==> src/rtl/serial_slave.sv <==
// Slave end of the synchronous serial link: oversamples serial clock/data in the in_clk domain,
// deserialises BITS-bit words and shifts a reply word back out. Optional: SERIAL_SLAVE_FRAME_ERR_EN.
module serial_slave #(
    parameter int BITS                = 8,
    parameter bit LOWBIT_FIRST        = 1'b0,
    parameter bit SERIAL_CLK_INACTIVE = 1'b1,
    parameter int SYNC_STAGES         = 2
) (
    input  logic            in_clk,
    input  logic            in_rst,
    input  logic            in_enable,
    input  logic            in_serial_clk,
    input  logic            in_serial,
    output logic            out_serial,
    input  logic [BITS-1:0] in_parallel,
    output logic [BITS-1:0] out_parallel,
    output logic            out_word_valid,
    output logic            out_next_word,
    output logic            out_ready,
`ifdef SERIAL_SLAVE_FRAME_ERR_EN
    output logic            out_frame_err,
`endif
    output logic            dbg_state
);

    localparam int CNT_W = (BITS > 2) ? $clog2(BITS) : 1;

    typedef enum logic {
        IDLE  = 1'b0,
        SHIFT = 1'b1
    } state_t;

    state_t state, state_n;

    logic [SYNC_STAGES-1:0] sclk_sync, din_sync, en_sync;
    logic                   sclk_prev, en_prev;
    logic                   sclk_s, din_s, en_s;
    logic                   shift_edge, sample_edge, en_rise;
    logic                   do_load, do_abort, do_sample, do_shift;

    logic [CNT_W-1:0]       cnt;
    logic [BITS-1:0]        rx_sr, tx_sr, rx_next, tx_next;
    logic                   first_pend;
    logic                   last_bit;

    // Synchronisers reset to the idle link level so no edge is seen coming out of reset.
    always_ff @(posedge in_clk or negedge in_rst) begin
        if (!in_rst) begin
            sclk_sync <= {SYNC_STAGES{SERIAL_CLK_INACTIVE}};
            din_sync  <= '0;
            en_sync   <= '0;
            sclk_prev <= SERIAL_CLK_INACTIVE;
            en_prev   <= 1'b0;
        end else begin
            sclk_sync <= {sclk_sync[SYNC_STAGES-2:0], in_serial_clk};
            din_sync  <= {din_sync[SYNC_STAGES-2:0], in_serial};
            en_sync   <= {en_sync[SYNC_STAGES-2:0], in_enable};
            sclk_prev <= sclk_s;
            en_prev   <= en_s;
        end
    end

    assign sclk_s      = sclk_sync[SYNC_STAGES-1];
    assign din_s       = din_sync[SYNC_STAGES-1];
    assign en_s        = en_sync[SYNC_STAGES-1];
    assign shift_edge  = (sclk_prev == SERIAL_CLK_INACTIVE) && (sclk_s != SERIAL_CLK_INACTIVE);
    assign sample_edge = (sclk_prev != SERIAL_CLK_INACTIVE) && (sclk_s == SERIAL_CLK_INACTIVE);
    assign en_rise     = en_s && !en_prev;

    always_ff @(posedge in_clk or negedge in_rst) begin
        if (!in_rst) state <= IDLE;
        else         state <= state_n;
    end

    // Enable dropping takes priority over a coincident sample edge.
    always_comb begin
        state_n   = state;
        do_load   = 1'b0;
        do_abort  = 1'b0;
        do_sample = 1'b0;
        do_shift  = 1'b0;
        case (state)
            IDLE: begin
                if (en_rise) begin
                    state_n = SHIFT;
                    do_load = 1'b1;
                end
            end
            SHIFT: begin
                if (!en_s) begin
                    state_n  = IDLE;
                    do_abort = 1'b1;
                end else if (sample_edge) begin
                    do_sample = 1'b1;
                end else if (shift_edge) begin
                    do_shift = 1'b1;
                end
            end
            default: state_n = IDLE;
        endcase
    end

    assign rx_next    = LOWBIT_FIRST ? {din_s, rx_sr[BITS-1:1]} : {rx_sr[BITS-2:0], din_s};
    assign tx_next    = LOWBIT_FIRST ? {1'b0, tx_sr[BITS-1:1]} : {tx_sr[BITS-2:0], 1'b0};
    assign last_bit   = (cnt == CNT_W'(BITS - 1));
    assign out_serial = LOWBIT_FIRST ? tx_sr[0] : tx_sr[BITS-1];
    assign out_ready  = (state == IDLE);
    assign dbg_state  = (state == SHIFT);

    // out_word_valid / out_next_word: single-cycle strobes with no back-pressure; the user
    // must capture out_parallel on out_word_valid and may change in_parallel after out_next_word.
    always_ff @(posedge in_clk or negedge in_rst) begin
        if (!in_rst) begin
            cnt            <= '0;
            rx_sr          <= '0;
            tx_sr          <= '0;
            first_pend     <= 1'b0;
            out_parallel   <= '0;
            out_word_valid <= 1'b0;
            out_next_word  <= 1'b0;
        end else begin
            out_word_valid <= 1'b0;
            out_next_word  <= 1'b0;
            if (do_load) begin
                cnt           <= '0;
                rx_sr         <= '0;
                tx_sr         <= in_parallel;
                first_pend    <= 1'b1;
                out_next_word <= 1'b1;
            end else if (do_abort) begin
                cnt        <= '0;
                rx_sr      <= '0;
                tx_sr      <= '0;
                first_pend <= 1'b0;
            end else if (do_sample) begin
                rx_sr <= rx_next;
                if (last_bit) begin
                    cnt            <= '0;
                    out_parallel   <= rx_next;
                    out_word_valid <= 1'b1;
                    tx_sr          <= in_parallel;
                    first_pend     <= 1'b1;
                    out_next_word  <= 1'b1;
                end else begin
                    cnt <= cnt + 1'b1;
                end
            end else if (do_shift) begin
                // First bit of each word was already presented at load time.
                if (first_pend) first_pend <= 1'b0;
                else            tx_sr      <= tx_next;
            end
        end
    end

`ifdef SERIAL_SLAVE_FRAME_ERR_EN
    always_ff @(posedge in_clk or negedge in_rst) begin
        if (!in_rst)                        out_frame_err <= 1'b0;
        else if (do_load)                   out_frame_err <= 1'b0;
        else if (do_abort && (cnt != '0))   out_frame_err <= 1'b1;
    end
`endif

endmodule

==> config.mk <==
export PLATFORM = sky130hd
export DESIGN_NAME = serial_slave
export DESIGN_NICKNAME = d
export VERILOG_FILES = /design/src/rtl/serial_slave.sv
export SDC_FILE = /design/constraint.sdc
export NUM_CORES = 1
export LEC_CHECK = 0
export ABC_CLOCK_PERIOD_IN_PS = 2600
export CORE_MARGIN = 5
export CORE_UTILIZATION = 55
export CTS_CLUSTER_SIZE = 10
export DETAILED_ROUTE_END_ITERATION = 8
export PLACE_DENSITY = 0.89
export SYNTH_ARGS = -nofsm -noshare
export SYNTH_HDL_FRONTEND = slang
export SYNTH_SLANG_ARGS = --single-unit
==> constraint.sdc <==
create_clock -name in_clk -period 2.6 [get_ports in_clk]
set_input_delay 0.39 -clock in_clk [delete_from_list [all_inputs] [get_ports in_clk]]
set_output_delay 0.39 -clock in_clk [all_outputs]
set_load 0.02 [all_outputs]
==> run_results.csv <==
group,metric,value,unit
status,status,"finished clean",
grt,grt_antenna_before_repair,0,
clock_tree,cts_tree,"yes",
hold_path,min_path_type,"in -> async",
synth,avgSynthCellArea,13.1,sq um
die,dieArea,0.00385,sq mm
clock_tree,numCtsBuffers,5,
die,io_pins,26,
timing,rsz0062_at_grt,"false",
finish,syn_to_final_growth,21.3,%
worst_setup_path,rr_startpoint,"sclk_prev$_DFF_PN1_",
worst_setup_path,path_cells,"inv_1 -> clkdlybuf4s50_1",
clock_tree,cts_setup_buffers,0,
worst_setup_path,crit_slowest_cell,"clkdlybuf4s50_1",
clock_tree,cts_hold_buffers,0,
clock_tree,clockBufferDepth,2,
timing,fin_ws,0.686,ns
route,final_antenna_net_count,0,
synth,synth.net_count,129,
route,post_drt_wl_per_cell,15.8,um
grt,overflow,0,
timing,worst-slew-pin-transition,0.817,ns
clock_tree,clock_sinks,38,
route,wl,2740,um
timing,finalSetupViolCount,0,
worst_setup_path,critical_path.endpoint_type,"output port",
grt,grt_pass1_wl,4760,um
run,cap_viol_max_count,0,
finish,final_area,0.00181,sq mm
synth,yosys_warnings,0,
place,dpl_worst_slack,0.749,ns
route,via_per_inst,5.69,
synth,ys_types,27,
finish,diodes,0,
timing,min_period_over_period,0.736,
place,port_buffers,25,
clock_tree,cts_max_level,2,
finish,fill_cells,182,
worst_setup_path,endpoint,"out_ready",
route,drc,0,
synth,netlist_instances,114,
die,rows,18,
synth,synth.yosys.seq_area_share,0.640,
timing,fmax,522,MHz
finish,layout.nets,157,
power,p_per_area,622,mW/mm^2
timing,maxSlewViolCount,0,
worst_setup_path,cpPeakStageDelay,0.60,ns
worst_setup_path,crit_start,"dbg_state$_DFF_PN0_",
route,drt_first_pass_iters,4,
timing,period_needed,1.91,ns
synth,ys_seq_elements,38,
die,initial_core_util,0.586,
clock_tree,post_cts_resized,0,
route,drt_iter0_drc,40,
worst_setup_path,r2r_cells,4,
clock_tree,cts_root_buf,"clkbuf_4",
die,core,0.00254,sq mm
clock_tree,clk_pin_slew_worst_paths,0.11,ns
power,ir_drop,0.432,mV
grt,grtUsageTotal,0.176,
worst_setup_path,path_max_fanout,8,
worst_setup_path,criticalPathCategory,"reg -> out",
clock_tree,clkLatencyLatePin,0.34,ns
place,dpl.hpwl,1910,um
grt,first_global_vias,1062,
die,die_w,62.1,um
synth,syn_area,0.00149,sq mm
grt,grt_max_degree,39,
timing,clock_skew,0.00997,ns
worst_setup_path,cp.required,2.21,ns
power,leakage,0.863,nW
route,vias,984,
place,dpl_cell_area,0.00175,sq mm
die,die_h,62.1,um
worst_setup_path,critical_path_arrival,1.52,ns
finish,drive_above_1_share,0.154,
timing,relSlewSlack,0.456,
place,gp_congestion,0.755,
timing,setup_tns,0,ns
worst_setup_path,r2r-end,"tx_sr[0]$_DFFE_PN0P_",
worst_setup_path,critPathLaunchType,"flip-flop",
worst_setup_path,regToRegSetupSlack,0.76,ns
timing,hold_violations,0,
[kinds of logic after synthesis]
logic type | synth area share
DFF | 0.640
AOI/OAI and AO/OA | 0.158
adders and majority gates | 0.0168
muxes | 0.0671
and+or+nand+nor | 0.0764
buffers and inverters | 0.0419
[cell usage after synthesis]
master,instances,area (sq um)
and2b_2,1,8.76
buf_6,1,11.3
a2bb2oi_1,1,8.76
a22o_1,10,87.6
a221o_1,1,10.0
dfstp_2,3,78.8
nand2_1,11,41.3
clkbuf_1,1,3.75
a21boi_0,1,7.51
buf_2,2,10.0
nand2b_1,1,6.26
a21oi_1,1,5.00
or3b_1,1,8.76
nand2_2,1,6.26
ha_1,2,25.0
dfrtp_1,35,876
and4b_1,1,10.0
mux2i_1,1,10.0
a32oi_1,7,61.3
inv_1,10,37.5
mux2_2,8,90.1
nor2_1,3,11.3
o22ai_4,1,20.0
o21ai_0,7,35.0
nor2b_1,1,6.26
or2b_1,1,7.51
and2b_1,1,7.51
[sequential cells by signal, summed over array words and instances (netlist names), 2 cells and up]
name          flops
sclk_sync         2
cnt               3
out_parallel      8
din_sync          2
tx_sr             8
rx_sr             7
en_sync           2
[worst max-delay path, delay by kind of cell, from the launching register on]
| kind | cells | cell delay, ns |
|---|---|---|
| buffers and inverters | 2 | 0.70 |
| DFF | 1 | 0.48 |
[report_power, final]
part           leakage (nW)  switching [mW]  internal [mW]
clock network        0.0353           0.184          0.131
registers             0.486          0.0321          0.638
logic                 0.341          0.0765         0.0649
total                 0.863           0.292          0.834
[worst min path at each step]
stage,startpoint,endpoint,slack [ns],cells after the start
after detailed placement,din_sync[0]$_DFF_PN0_,din_sync[1]$_DFF_PN0_,0.34,0
after global placement,din_sync[0]$_DFF_PN0_,din_sync[1]$_DFF_PN0_,0.34,0
final,in_rst,tx_sr[6]$_DFFE_PN0P_,0.13,1
after global routing,in_rst,first_pend$_DFFE_PN0P_,0.18,1
after CTS,in_rst,first_pend$_DFFE_PN0P_,0.15,1
after floorplan,in_rst,cnt[0]$_DFFE_PN0P_,0.09,0
[layout by cell type (no fill, tap or decap), types with 2 or more instances in the layout]
cell	n
nor2_1	3
dfstp_2	3
ha_1	2
a22o_1	10
clkbuf_4	5
mux2_2	8
dfrtp_1	35
clkdlybuf4s50_1	24
nand2_1	11
inv_1	10
o21ai_0	7
a32oi_1	7
[layer usage]
metal / vias to the layer above / global-route usage / wire length (um) / part of all wire
met5: - / 0 / 0 / 0
met4: 0 / 0.0939 / 77 / 0.028
met3: 9 / 0.0599 / 201 / 0.073
met2: 34 / 0.274 / 1300 / 0.47
met1: 480 / 0.215 / 1170 / 0.43
li1: 461 / - / - / -
[area by class of cell]
class | count | area (sq um) | area share
Timing Repair Buffer | 25 | 245 | 0.136
Clock inverter | 1 | 5.00 | 0.00277
Sequential cell | 38 | 955 | 0.528
Tap cell | 30 | 37.5 | 0.0207
Clock buffer | 7 | 55.1 | 0.0304
Multi-Input combinational cell | 62 | 474 | 0.262
Inverter | 10 | 37.5 | 0.0207
[through the flow]
step                hold WS, ns  std cells  power [mW]  utilization
floorplan                0.0944        114       0.759            -
global placement          0.336        165       0.810        0.687
detailed placement        0.337        165       0.823        0.687
CTS                       0.150        173        1.14        0.711
global route              0.183        173        1.19        0.711
finish                    0.126        173        1.13        0.711
Power figures use the tool's default switching activity.
